File: config.mk
export PLATFORM = sky130hd
export DESIGN_NAME = mult_seq
export DESIGN_NICKNAME = d
export VERILOG_FILES = /design/src/rtl/mips_pkg.sv /design/src/rtl/mult_shift_add.sv /design/src/rtl/mult_seq.sv
export SDC_FILE = /design/constraint.sdc
export NUM_CORES = 1
export LEC_CHECK = 0
export CAP_MARGIN = 10
export CORE_ASPECT_RATIO = 1.75
export CORE_MARGIN = 1.5
export CORE_UTILIZATION = 54
export CTS_BUF_LIST = sky130_fd_sc_hd__clkbuf_16
export DETAILED_ROUTE_END_ITERATION = 10
export HOLD_SLACK_MARGIN = 0.03
export PLACE_DENSITY = 0.74
export REMOVE_ABC_BUFFERS = 1
export SYNTH_ARGS = -nofsm -noshare
export SYNTH_HDL_FRONTEND = slang
export SYNTH_SLANG_ARGS = --single-unit
File: constraint.sdc
create_clock -name clk -period 5.2 [get_ports clk]
set_input_delay 1.04 -clock clk [delete_from_list [all_inputs] [get_ports clk]]
set_output_delay 1.04 -clock clk [all_outputs]
set_load 0.01 [all_outputs]
File: src/rtl/mips_pkg.sv
// Shared processor-wide types and constants: operand width and the
// sequential multiplier's state encoding and iteration count.
package mips_pkg;

    localparam int DATA_32_W   = 32;
    localparam int MULT_CYCLES = 32;

    typedef enum logic [1:0] {
        MULT_IDLE,
        MULT_RUN,
        MULT_DONE
    } t_mult_state;

endpackage

File: src/rtl/mult_shift_add.sv
// Radix-2 shift-add datapath: accumulator, left-shifting multiplicand and
// right-shifting multiplier; result is the post-step sum, optionally negated.
module mult_shift_add #(
    parameter int WIDTH = 32
) (
    input  logic                 clk,
    input  logic                 rst,
    input  logic                 load,
    input  logic                 step,
    input  logic                 negate,
    input  logic [WIDTH-1:0]     mag_a,
    input  logic [WIDTH-1:0]     mag_b,
    output logic [2*WIDTH-1:0]   result
);

    logic [2*WIDTH-1:0] acc;
    logic [2*WIDTH-1:0] mcand;
    logic [WIDTH-1:0]   mplier;
    logic [2*WIDTH-1:0] sum;

    // The sum already includes this cycle's partial product, so the FSM can
    // capture the final product on the same edge as the last step.
    assign sum    = acc + (mplier[0] ? mcand : '0);
    assign result = negate ? (~sum + (2*WIDTH)'(1)) : sum;

    // NOTE: sequential state uses non-blocking assignments so every register
    // samples pre-edge values regardless of statement order.
    always_ff @(posedge clk) begin
        if (rst) begin
            acc    <= '0;
            mcand  <= '0;
            mplier <= '0;
        end else if (load) begin
            acc    <= '0;
            mcand  <= {{WIDTH{1'b0}}, mag_a};
            mplier <= mag_b;
        end else if (step) begin
            acc    <= sum;
            mcand  <= mcand << 1;
            mplier <= mplier >> 1;
        end
    end

endmodule

File: src/rtl/mult_seq.sv
// Sequential signed multiplier: one shift-add step per cycle, sign applied at
// the end, pipeline stalled while a MULT is being accepted or running.
module mult_seq
    import mips_pkg::*;
#(
    parameter int WIDTH  = DATA_32_W,
    parameter int CYCLES = MULT_CYCLES
) (
    input  logic             clk,
    input  logic             rst,
    input  logic             start_X,
    input  logic             flush,
    input  logic [WIDTH-1:0] op_a,
    input  logic [WIDTH-1:0] op_b,
    output logic             stall,
    output logic             busy,
    output logic             done,
    output logic [WIDTH-1:0] hi,
    output logic [WIDTH-1:0] lo
);

    localparam int                CNT_W = $clog2(CYCLES) + 1;
    localparam logic [CNT_W-1:0]  LAST  = CNT_W'(CYCLES - 1);

    t_mult_state        state, state_next;
    logic [CNT_W-1:0]   cnt;
    logic               sign;
    logic               load, step, finish;
    logic [WIDTH-1:0]   mag_a, mag_b;
    logic [2*WIDTH-1:0] result;

    // Magnitudes stay WIDTH bits unsigned: the most negative value maps onto
    // itself, which is exactly its magnitude when read as unsigned.
    assign mag_a = op_a[WIDTH-1] ? (~op_a + WIDTH'(1)) : op_a;
    assign mag_b = op_b[WIDTH-1] ? (~op_b + WIDTH'(1)) : op_b;

    mult_shift_add #(.WIDTH(WIDTH)) u_shift_add (
        .clk    (clk),
        .rst    (rst),
        .load   (load),
        .step   (step),
        .negate (sign),
        .mag_a  (mag_a),
        .mag_b  (mag_b),
        .result (result)
    );

    // NOTE: every output of this block gets a default first, so no path can
    // leave a value unassigned and infer a latch.
    always_comb begin
        state_next = state;
        load       = 1'b0;
        step       = 1'b0;
        finish     = 1'b0;
        unique case (state)
            MULT_IDLE: begin
                if (start_X && !flush) begin
                    load       = 1'b1;
                    state_next = MULT_RUN;
                end
            end
            MULT_RUN: begin
                if (flush) begin
                    state_next = MULT_IDLE;
                end else begin
                    step = 1'b1;
                    if (cnt == LAST) begin
                        finish     = 1'b1;
                        state_next = MULT_DONE;
                    end
                end
            end
            MULT_DONE: state_next = MULT_IDLE;
            default:   state_next = MULT_IDLE;
        endcase
    end

    always_ff @(posedge clk) begin
        if (rst) begin
            state <= MULT_IDLE;
            cnt   <= '0;
            sign  <= 1'b0;
            hi    <= '0;
            lo    <= '0;
        end else begin
            state <= state_next;
            if (load) begin
                cnt  <= '0;
                sign <= op_a[WIDTH-1] ^ op_b[WIDTH-1];
            end else if (step) begin
                cnt <= cnt + CNT_W'(1);
            end
            if (finish) begin
                {hi, lo} <= result;
            end
        end
    end

    // Reset gates stall so a run aborted by reset never freezes the pipeline.
    assign stall = !rst && (((state == MULT_IDLE) && start_X && !flush) ||
                            (state == MULT_RUN));
    assign busy  = (state == MULT_RUN);
    assign done  = (state == MULT_DONE);

endmodule
Yosys cells after proc, flatten, opt, wreduce, memory -nomap -nowiden. Cells that the tools add are included.

Register bits after elaboration: 233.

Add/sub/neg operators: 5. Muxes and demuxes: 19. Bitwise gates (word level): 4. Reductions and logical operators: 11. Equality and inequality tests: 5.

Operators by type and width (count): 32-bit two-way mux (6); 64-bit two-way mux (2); 32-bit by 1-bit adder with 32-bit output, second input constant (2); 64-bit by 1-bit adder with 64-bit output, second input constant (1); 64-bit adder (1); 32-bit NOT (2); 64-bit NOT (1); 1-bit two-way mux (7); 6-bit by 1-bit adder with 6-bit output, second input constant (1); 6-bit by 5-bit equality test with 1-bit output, second input constant (1); 2-bit two-way mux (3); 1-bit logical AND (4); 2-bit one-hot mux with 2 select lines (1); 3-bit by 2-bit inequality test with 1-bit output, second input constant (1); 2-bit by 1-bit equality test with 1-bit output, second input constant (1); 2-bit equality test, second input constant (1); 1-bit zero test (2); 2-bit zero test (1); 2-bit inequality test, second input constant (1); 2-bit AND reduction (1); 2-bit nonzero test (1); 2-bit OR reduction (1); 1-bit logical OR (1); 1-bit bitwise XOR (1).

Depth between registers and ports, before layout. Gate-level depths: netlist of the first run.

Depth after elaboration: 5. Depth in mapped cells: 20.

By module. Synthesis of the first run repeated with hierarchy kept, for this count alone.

Cell total of the unflattened synthesis: 2217. Area, all modules: 16863.7 sq um.

Modules (own cells, without submodules): mult_shift_add (area each 12883.6 sq um, seq. area each 3203.1 sq um, instances 1, cells each 1699); mult_seq (area each 3980.1 sq um, seq. area each 1461.4 sq um, instances 1, cells each 518).

Worst setup path before layout of the first run. OpenSTA, ideal clock, no wires.

Path type: register -> register. Start: register u_shift_add.mplier[0]. End: register hi[26]. Period minus slack after synthesis: 4.892 ns. Slack: 0.308 ns. Data arrival time: 4.818 ns. Buffers on the path: 3. Stages on the path, launching flop included: 19. Cells stage by stage: dfxtp_1 > clkbuf_1 > clkbuf_1 > and2_1 > ha_1 > inv_1 > fa_1 > nor2b_1 > o2111a_1 > o21ai_1 > a2111oi_0 > a211oi_1 > or3_1 > or4_1 > clkbuf_1 > nor3_4 > nand4_4 > or4_1 > a31oi_1.

Longest elaborated chain between the ends: 5.

RTL lines: start: declaration (RTL line mult_shift_add.sv:18) `logic [WIDTH-1:0] mplier;`; start signal: assignment (RTL line mult_shift_add.sv:36) `mplier <= mag_b;`; start signal: assignment (RTL line mult_shift_add.sv:40) `mplier <= mplier >> 1;`; 64-bit two-way mux (*) (RTL line mult_shift_add.sv:23) `assign sum = acc + (mplier[0] ? mcand : '0);`; 64-bit adder (*) (RTL line mult_shift_add.sv:23); 64-bit NOT (RTL line mult_shift_add.sv:24) `assign result = negate ? (~sum + (2*WIDTH)'(1)) : sum;`; 64-bit by 1-bit adder with 64-bit output (RTL line mult_shift_add.sv:24); 64-bit two-way mux (*) (RTL line mult_shift_add.sv:24); end signal: assignment (RTL line mult_seq.sv:94) `{hi, lo} <= result;`; end: declaration (RTL line mult_seq.sv:18) `output logic [WIDTH-1:0] hi,`.

Every way passes the cells marked *; elsewhere a longest branch is shown, timed or not. A chain may end at the register's enable or synchronous reset.

Worst setup path in the final report of the first run. Ends and elaborated chain as after synthesis.

==> reports/results.ini, run 1 <==
[route]
vias_per_cell = 6.23
wl_per_cell_um = 21.6
ant_nets = 0
drc_errors = 0
dr_total_vias = 17244
route.final.wire_length_um = 59700
drtIter0Drc = 862
drtPass1Iterations = 5

[global_routing]
grt-ovfl-total = 0
antenna_found_initial = 2
grt_pass1_wl_um = 90200
first_global_vias = 16489
grt_max_degree = 160
grt_usage_pct = 37.4

[final_layout]
drive_above_1_share_pct = 7.81
post-route-util_pct = 64.3
nets = 2499
syn_to_final_growth_pct = 17.7

[logic_synthesis]
syn_area_per_cell_um2 = 7.27
netlist_area_um2 = 16400
synth.distinct_cells = 86
synth-edff-count = 0
ys_seq_area_share_pct = 28.5
synth-seq-cells = 233
ys_warn_count = 0
synth_common_cells = nand2_1, dfxtp_1, nor2_1
yosys.cell_count.top_type = nand2_1
synth_top_area_cell = dfxtp_1
synthDominantCellAreaShare_pct = 28.5
ys.flop_type = dfxtp_1
netlist_instances = 2249
ys_top_cells_by_area = dfxtp_1, nand2_1, a21oi_1, ha_1, xnor2_1
synthArstFlopShare_pct = 0

[die]
fp.dieArea_um2 = 31400
pin_count = 135
die_x_um = 135
start_util_pct = 54.6
fp.coreArea_um2 = 30000
num_rows = 84
fp.dieH_um = 233

[place]
portBuffers = 134
dp.final_hpwl_um = 45800
place_congestion = 1.07
preCtsSetupSlack_ns = 0.233

[worst_setup_path]
arrival_ns = 5.41
critPathRequiredTime_ns = 5.68
cp_max_fo = 55
reg2reg_from = u_shift_add.mplier[0]
cp-start-kind = flip-flop
worstSetupEndpointType = flip-flop
reg2reg_setup_slack_ns = 0.27
path_class = flip-flop to flip-flop
reg2regPathDepth = 16
worst_r2r_endpoint = hi[26]

[sta]
maxSlewViolCount = 0
hold_violations = 0
finalClockSkew_ns = 0.0173
report.final.setup_viol = 0
max_slew_margin_pct = 27.2
rsz0062_at_grt = no
fmax_ghz = 0.203
worst_pin_slew_ns = 1.09
period_share_pct = 94.9
setup_ws_ns = 0.266
fin_crit_ns = 4.93

[min_path]
hold_path.startpoint = hi[24]
min_to = hi[24]
whs_path_depth = 2
hold_class = flip-flop to flip-flop

[clock_tree]
cts_hold_buf = 0
cts_tree = done
clock_sinks = 233
cts_buffers = 25
cts.path.max_buffers = 3
path_clk_slew_ns = 0.07
cts_max_level = 1
insertion_delay_ns = 0.56
ctsRootBufferMaster = clkbuf_16

[pwr]
powerDensity_nw_per_um2 = 215
seqPwrFrac_pct = 44.9
p_switching_uw = 1130
power.leakage_uw = 0.00721
p_int_uw = 3020
power_uw = 4150
p_sw_share_pct = 27.2
power_frac_clock_pct = 42.9
max-vdd-ir-drop_mv = 0.223
pwr-share-comb_pct = 12.2

[outcome]
status = completed

[flow_run]
cap_violations = 0

per-stage QoR:
step | TNS [ns] | cell area (µm²) | hold slack, ns | instances
6_report | 0 | 19300 | 0.449 | 2769
5_1_grt | 0 | 19300 | 0.472 | 2768
4_1_cts | 0 | 19200 | 0.451 | 2767
3_5_place_dp | 0 | 18400 | 0.442 | 2722
3_3_place_gp | 0 | 18400 | 0.439 | 2721
2_1_floorplan | -346.03 | 15800 | 0.437 | 2097
worst max path at each step:
stage | start | endpoint | slack (ns) | depth (start not counted)
global placement | u_shift_add.mplier[0] | hi[26] | 0.32 | 15
detailed placement | u_shift_add.mplier[0] | hi[26] | 0.23 | 15
CTS | u_shift_add.mplier[0] | hi[26] | 0.19 | 15
floorplan | flush | hi[26] | -3.17 | 4
finish | u_shift_add.mplier[0] | hi[26] | 0.27 | 16
global route | u_shift_add.mplier[0] | hi[19] | 0.03 | 16
routing by layer:
layer	vias to the layer above	wire, µm	part of all wire, %	global-route usage, %
li1	8300	-	-	-
met1	8102	18800	31	32.8
met2	563	31500	53	70.7
met3	277	2880	4.8	6.64
met4	2	6570	11	34.5
met5	-	17	0.028	0
final cells by class:
| type | instances | area, µm² |
|---|---|---|
| timing repair buffer | 239 | 2150 |
| antenna | 1 | 2.50 |
| fill | 2733 | 10700 |
| tap | 387 | 484 |
| sequential | 233 | 4670 |
| multi-input combinational | 1842 | 11100 |
| clock buffer | 25 | 626 |
| inverter | 22 | 82.6 |
| clock inverter | 20 | 166 |
critical path, cell delays in order, from the launching register on:
cell      delay, ns
dfxtp_2        0.43
buf_12         0.27
and2_1         0.23
ha_1           0.35
a21oi_1        0.33
o21ai_1        0.21
a221oi_1       0.53
nand2_1        0.23
or3_1          0.41
a22oi_1        0.17
buf_4          0.18
and4b_1        0.25
nor4b_4        0.20
buf_4          0.20
nand4_4        0.14
or4_1          0.50
a31oi_1        0.18
layout by cell type, fill, tap and decap left out, types with 6 or more instances in the layout:
| master | n |
|---|---|
| nand2_1 | 454 |
| dfxtp_1 | 231 |
| nor2_1 | 210 |
| a21oi_1 | 193 |
| clkdlybuf4s50_1 | 133 |
| buf_4 | 104 |
| xnor2_1 | 93 |
| o21ai_0 | 92 |
| and2_1 | 79 |
| ha_1 | 67 |
| xor2_1 | 65 |
| a311oi_1 | 64 |
| a211oi_1 | 55 |
| nand4_1 | 42 |
| o31ai_1 | 36 |
| nor3_1 | 32 |
| o21ai_1 | 30 |
| or3_1 | 29 |
| a21o_1 | 29 |
| clkbuf_16 | 25 |
| nand3_1 | 24 |
| inv_1 | 22 |
| or4_1 | 15 |
| a31oi_1 | 14 |
| nand2b_1 | 13 |
| o41ai_1 | 12 |
| o211ai_1 | 12 |
| and4_1 | 11 |
| nor4_1 | 9 |
| or2_2 | 9 |
| a22oi_1 | 9 |
| o21a_1 | 9 |
| a211o_1 | 8 |
| nor2b_1 | 7 |
| mux2i_1 | 7 |
| clkinv_2 | 7 |
| and3_1 | 6 |
repair_timing:
item,in CTS,in global routing
setup endpoints to repair,0,21
resized for setup,0,4
buffers inserted,0,1
sequential cells by signal, summed over array words and instances (netlist names):
register	flops
u_shift_add.acc	64
hi	32
lo	32
u_shift_add.mplier	32
state	2
u_shift_add.mcand	64
cnt	6
sign	1
logic make-up (layout without fill, tap and decap cells):
group           after synthesis  count (layout)  synth area share [%]
compound gates              635             635                  25.7
xor+xnor                    158             158                  8.46
fa+ha+maj                    68              68                  5.25
buf+inv                     174             306                  4.05
flops                       233             233                  28.5
mux                           8               8                 0.497
other cells                   0               1                     0
simple gates                973             973                  27.6
power by group through the flow:
stage                     Clock, µW  Combinational, µW  Sequential [µW]
final                          1780                506             1860
after global routing           1860                550             1860
after CTS                      1790                498             1860
after detailed placement          0                496             1900
after global placement            0                484             1900
after floorplan                   0                284             1890
No activity file was read; power rests on OpenSTA's default activity.
==> run 2, diff against run 1 <==
--- a/config.mk
+++ b/config.mk
@@ -8,11 +8,11 @@
 export CAP_MARGIN = 10
 export CORE_ASPECT_RATIO = 1.75
 export CORE_MARGIN = 1.5
-export CORE_UTILIZATION = 54
+export CORE_UTILIZATION = 30
 export CTS_BUF_LIST = sky130_fd_sc_hd__clkbuf_16
 export DETAILED_ROUTE_END_ITERATION = 10
 export HOLD_SLACK_MARGIN = 0.03
-export PLACE_DENSITY = 0.74
+export PLACE_DENSITY = 0.44
 export REMOVE_ABC_BUFFERS = 1
 export SYNTH_ARGS = -nofsm -noshare
 export SYNTH_HDL_FRONTEND = slang
==> run 2 against run 1 <==
Net effect:
- sequential power hardly changed
- setup slack worse by 0.041 ns
- first-iteration DRC count is 12% lower
- combinational power is 2% higher
- final area is 4.2% higher
- count of clock-buffer cells in the layout is 2 higher
- clock power is 12% higher
- non-clock buffer count is 26 higher
- largest power group is now the clock network
- highest routed layer is now met4
==> reports/results.ini, run 2 (same netlist as run 1, synthesis figures left out) <==
[outcome]
status = completed

[clock_tree]
cts_max_level = 1
cts_tree = done
ctsRootBufferMaster = clkbuf_16
clock_sinks = 233
path_clk_slew_ns = 0.07
insertion_delay_ns = 0.56
cts_buffers = 26
cts_hold_buf = 0
cts.path.max_buffers = 3

[route]
ant_nets = 0
wl_per_cell_um = 21.9
route.final.wire_length_um = 67800
drtPass1Iterations = 6
drc_errors = 0
vias_per_cell = 5.47
dr_total_vias = 16959
drtIter0Drc = 758

[final_layout]
diodes = 0
multi_input_area_um2 = 11200
biggestRegsByFlops = u_shift_add.acc (64), u_shift_add.mcand (64)
nets = 2526
fin_area_um2 = 20100
layout_commonest_cell = nand2_1
fillers = 5779
mostFrequentLayoutCells = nand2_1, dfxtp_1, nor2_1
register_area_um2 = 4670
syn_to_final_growth_pct = 22.7
drive_above_1_share_pct = 9.51

[pwr]
pwr-share-comb_pct = 11.8
power_uw = 4360
power.leakage_uw = 0.00740
power_frac_clock_pct = 45.5
p_switching_uw = 1140
max-vdd-ir-drop_mv = 0.232
p_sw_share_pct = 26.2
p_int_uw = 3220
seqPwrFrac_pct = 42.7
powerDensity_nw_per_um2 = 217

[global_routing]
antenna_found_initial = 0
grt_pass1_wl_um = 102000
grt_usage_pct = 23.6
grt_max_degree = 163
grt-ovfl-total = 0
first_global_vias = 17170

[sta]
fin_crit_ns = 4.98
max_slew_margin_pct = 26.4
finalClockSkew_ns = 0.0110
fmax_ghz = 0.201
worst_pin_slew_ns = 1.10
report.final.setup_viol = 0
setup_ws_ns = 0.224
period_share_pct = 95.7
hold_violations = 0
rsz0062_at_grt = no
maxSlewViolCount = 0

[die]
start_util_pct = 30.2
fp.dieH_um = 312
num_rows = 113
pin_count = 135
fp.dieArea_um2 = 56000
fp.coreArea_um2 = 54200
die_x_um = 180

[worst_setup_path]
cpLargestDelayFamily = compound AO/OA/AOI/OAI gates
max_stage_delay_ns = 0.72
cp_max_fo = 42
critPathRequiredTime_ns = 5.69
crit_top_cell = buf_4
path_cells = buf_12, buf_8, and2_1, ha_1, a21oi_1, o21ai_0, a22oi_1, o211ai_1, buf_4, o31ai_1, buf_4, a22o_1, nand4_1, or4b_2, or4_1, a31oi_1
cp_slowest_cell = or4b_2
worstSetupEndpointType = flip-flop
reg2regPathDepth = 16
cp_num_buf_inv = 4
cp.depth = 16
cp-start-kind = flip-flop
arrival_ns = 5.46
path_class = flip-flop to flip-flop

[place]
portBuffers = 134
dp.final_hpwl_um = 53800
preCtsSetupSlack_ns = -0.186
place_area_um2 = 19000
place_congestion = 0.975

[flow_run]
cap_violations = 0

[min_path]
hold_class = flip-flop to flip-flop
whs_path_depth = 2

run 2: routing by layer:
metal | global-route usage, % | vias up | wire [µm]
li1 | - | 8351 | -
met1 | 20.2 | 8043 | 21600
met2 | 47.9 | 397 | 38000
met3 | 2.55 | 168 | 2040
met4 | 19.0 | 0 | 6130
met5 | 0 | - | 0
run 2: through the flow:
step	hold WS (ns)	cells	util, %	TNS (ns)
6_report	0.444	3098	37.1	0
5_1_grt	0.465	3098	37.1	0
3_3_place_gp	0.441	3047	35.1	-0.596
4_1_cts	0.449	3093	36.9	0
3_5_place_dp	0.441	3047	35.1	-0.569
2_1_floorplan	0.437	2097	-	-346.03
run 2: path summary, 6_finish.rpt:
check / from / slack, ns / endpoint
min reg2reg: hi[18] / 0.44 / hi[18]
min: hi[18] / 0.44 / hi[18]
max: u_shift_add.mplier[0] / 0.22 / hi[29]
max reg2reg: u_shift_add.mplier[0] / 0.22 / hi[29]
run 2: final cells by class:
class	instances	share of cell area (%)
clock buffer	27	3.37
clock inverter	19	1.08
inverter	22	0.411
multi-input combinational	1842	55.7
sequential	233	23.2
tap	690	4.30
timing repair buffer	265	11.9
run 2: worst reg2reg max path, stage by stage, from the launching register on:
cell and delay [ns]:
dfxtp_1 0.35, buf_12 0.16, buf_8 0.25, and2_1 0.18, ha_1 0.34, a21oi_1 0.31, o21ai_0 0.20, a22oi_1 0.29
o211ai_1 0.18, buf_4 0.18, o31ai_1 0.57, buf_4 0.21, a22o_1 0.19, nand4_1 0.16, or4b_2 0.72, or4_1 0.43
a31oi_1 0.17
run 2: repair_timing:
action,CTS,global route
pin swaps,0,3
buffers inserted,0,5
setup endpoints to repair,9,27
gates resized for setup,7,21
run 2: power groups by stage:
stage / Clock [µW] / Sequential (µW) / Combinational, µW
after floorplan: 0 / 1890 / 284
after global placement: 0 / 1900 / 504
after detailed placement: 0 / 1900 / 508
after CTS: 2050 / 1860 / 509
after global routing: 2100 / 1870 / 568
final: 1990 / 1860 / 515
==> run 3, diff against run 2 <==
--- a/config.mk
+++ b/config.mk
@@ -14,6 +14,7 @@
 export HOLD_SLACK_MARGIN = 0.03
 export PLACE_DENSITY = 0.44
 export REMOVE_ABC_BUFFERS = 1
+export SLEW_MARGIN = 20
 export SYNTH_ARGS = -nofsm -noshare
 export SYNTH_HDL_FRONTEND = slang
 export SYNTH_SLANG_ARGS = --single-unit
==> run 3 against run 2 <==
Net effect:
- setup slack worse by 0.019 ns
- die area stayed put
- hold slack better by 0.0040 ns
- global-route usage increased by 0.059 points
- fmax fell by 0.39%
- core utilization hardly changed
- final area down 0.13%
- critical path depth did not move
- highest routed layer unchanged
==> reports/results.ini, run 3 (same netlist as run 1, synthesis figures left out) <==
[clock_tree]
cts_max_level = 1
cts_tree = done
ctsRootBufferMaster = clkbuf_16
cts_buffers = 26
cts.path.max_buffers = 3
insertion_delay_ns = 0.56
clock_sinks = 233
path_clk_slew_ns = 0.07

[worst_setup_path]
critPathRequiredTime_ns = 5.69
arrival_ns = 5.48
path_class = flip-flop to flip-flop
reg2reg_from = u_shift_add.mplier[0]
cp_num_buf_inv = 4
crit_top_cell = buf_4
max_stage_delay_ns = 0.72
cpLargestDelayFamily = compound AO/OA/AOI/OAI gates
cp_max_fo = 42
cp_slowest_cell = or4b_2
reg2reg_setup_slack_ns = 0.20
path_cells = buf_12, buf_8, and2_1, ha_1, a21oi_1, o21ai_0, a22oi_1, o211ai_1, buf_4, o31ai_1, buf_4, a22o_1, nand4_1, or4b_2, or4_1, a31oi_1
cp-start-kind = flip-flop
crit_start = u_shift_add.mplier[0]
worstSetupEndpointType = flip-flop

[pwr]
p_int_uw = 3220
power_frac_clock_pct = 45.5
power.leakage_uw = 0.00740
powerDensity_nw_per_um2 = 217
p_switching_uw = 1140
p_sw_share_pct = 26.1
max-vdd-ir-drop_mv = 0.224
pwr-share-comb_pct = 11.8
seqPwrFrac_pct = 42.7
power_uw = 4360

[sta]
hold_slack_ns = 0.448
fmax_ghz = 0.200
hold_violations = 0
period_share_pct = 96.1
rsz0062_at_grt = yes
setup_ws_ns = 0.205
max_slew_margin_pct = 32.1
worst_pin_slew_ns = 1.02
maxSlewViolCount = 0
fin_crit_ns = 5.00
finalClockSkew_ns = 0.00914
report.final.setup_viol = 0

[final_layout]
fillers = 5764
biggestRegsByFlops = u_shift_add.acc (64), u_shift_add.mcand (64)
drive_above_1_share_pct = 9.26
fin_area_um2 = 20000
diodes = 0
register_area_um2 = 4670
fin_cells = 3098
syn_to_final_growth_pct = 22.5
mostFrequentLayoutCells = nand2_1, dfxtp_1, nor2_1
layout_commonest_cell = nand2_1
nets = 2526
multi_input_area_um2 = 11200

[place]
dp.final_hpwl_um = 53700
place_area_um2 = 19000
dp_cells = 3047
preCtsSetupSlack_ns = -0.194
portBuffers = 134
place_congestion = 0.975

[route]
wl_per_cell_um = 21.9
drc_errors = 0
vias_per_cell = 5.47
dr_total_vias = 16948
route.final.wire_length_um = 67800
drtIter0Drc = 736
ant_nets = 0
drtPass1Iterations = 5

[flow_run]
cap_violations = 0

[global_routing]
grt_pass1_wl_um = 102000
antenna_found_initial = 1
grt-ovfl-total = 0
grt_usage_pct = 23.6
grt_max_degree = 163
first_global_vias = 17121

[die]
start_util_pct = 30.2
fp.dieArea_um2 = 56000
fp.coreArea_um2 = 54200
num_rows = 113
pin_count = 135
die_x_um = 180
fp.dieH_um = 312

[outcome]
status = completed

[min_path]
hold_path.startpoint = hi[18]
hold_class = flip-flop to flip-flop

-- run 3: worst register-to-register path: stages, from the launching register on --
cell and delay, ns:
dfxtp_1 0.35, buf_12 0.17, buf_8 0.24, and2_1 0.18, ha_1 0.34, a21oi_1 0.30, o21ai_0 0.21, a22oi_1 0.30
o211ai_1 0.18, buf_4 0.18, o31ai_1 0.59, buf_4 0.22, a22o_1 0.19, nand4_1 0.16, or4b_2 0.72, or4_1 0.42
a31oi_1 0.17
-- run 3: cell type report --
type                    count  share of cell area [%]
clock buffers              27                    3.37
clock inverters            19                    1.09
inverters                  22                   0.412
multi-input cells        1842                    55.6
flip-flops and latches    233                    23.3
well taps                 690                    4.31
repair buffers            265                    11.9
-- run 3: power by group through the flow --
stage	clock network, µW	logic (µW)	registers, µW
2_1_floorplan	0	284	1890
3_3_place_gp	0	504	1900
3_5_place_dp	0	508	1900
4_1_cts	2050	509	1860
5_1_grt	2100	568	1870
6_report	1980	513	1860
-- run 3: through the flow --
stage	setup TNS, ns	utilization, %
6_report	0	37.0
5_1_grt	-0.00318	37.0
2_1_floorplan	-346.03	-
4_1_cts	0	36.8
3_5_place_dp	-0.598	35.1
3_3_place_gp	-0.596	35.1
-- run 3: metal layers --
layer | global-route usage (%) | vias up | wire length [µm]
met5 | 0 | - | 0
met4 | 18.2 | 0 | 5980
met3 | 2.69 | 178 | 1990
met2 | 47.8 | 380 | 37900
met1 | 20.7 | 8036 | 21900
li1 | - | 8354 | -
-- run 3: final timing paths --
path / to / depth (start not counted)
setup / recovery: hi[29] / 16
setup reg to reg: hi[29] / 16
hold / removal: hi[18] / 2
hold reg to reg: hi[18] / 2
-- run 3: what timing repair did --
item                                    in CTS  in global routing
gates resized for setup                      5                 14
hold buffers                                 0                  0
pin swaps                                    0                  4
endpoints found under the setup margin       5                 25
buffers inserted                             0                  5
cloned                                       0                  0
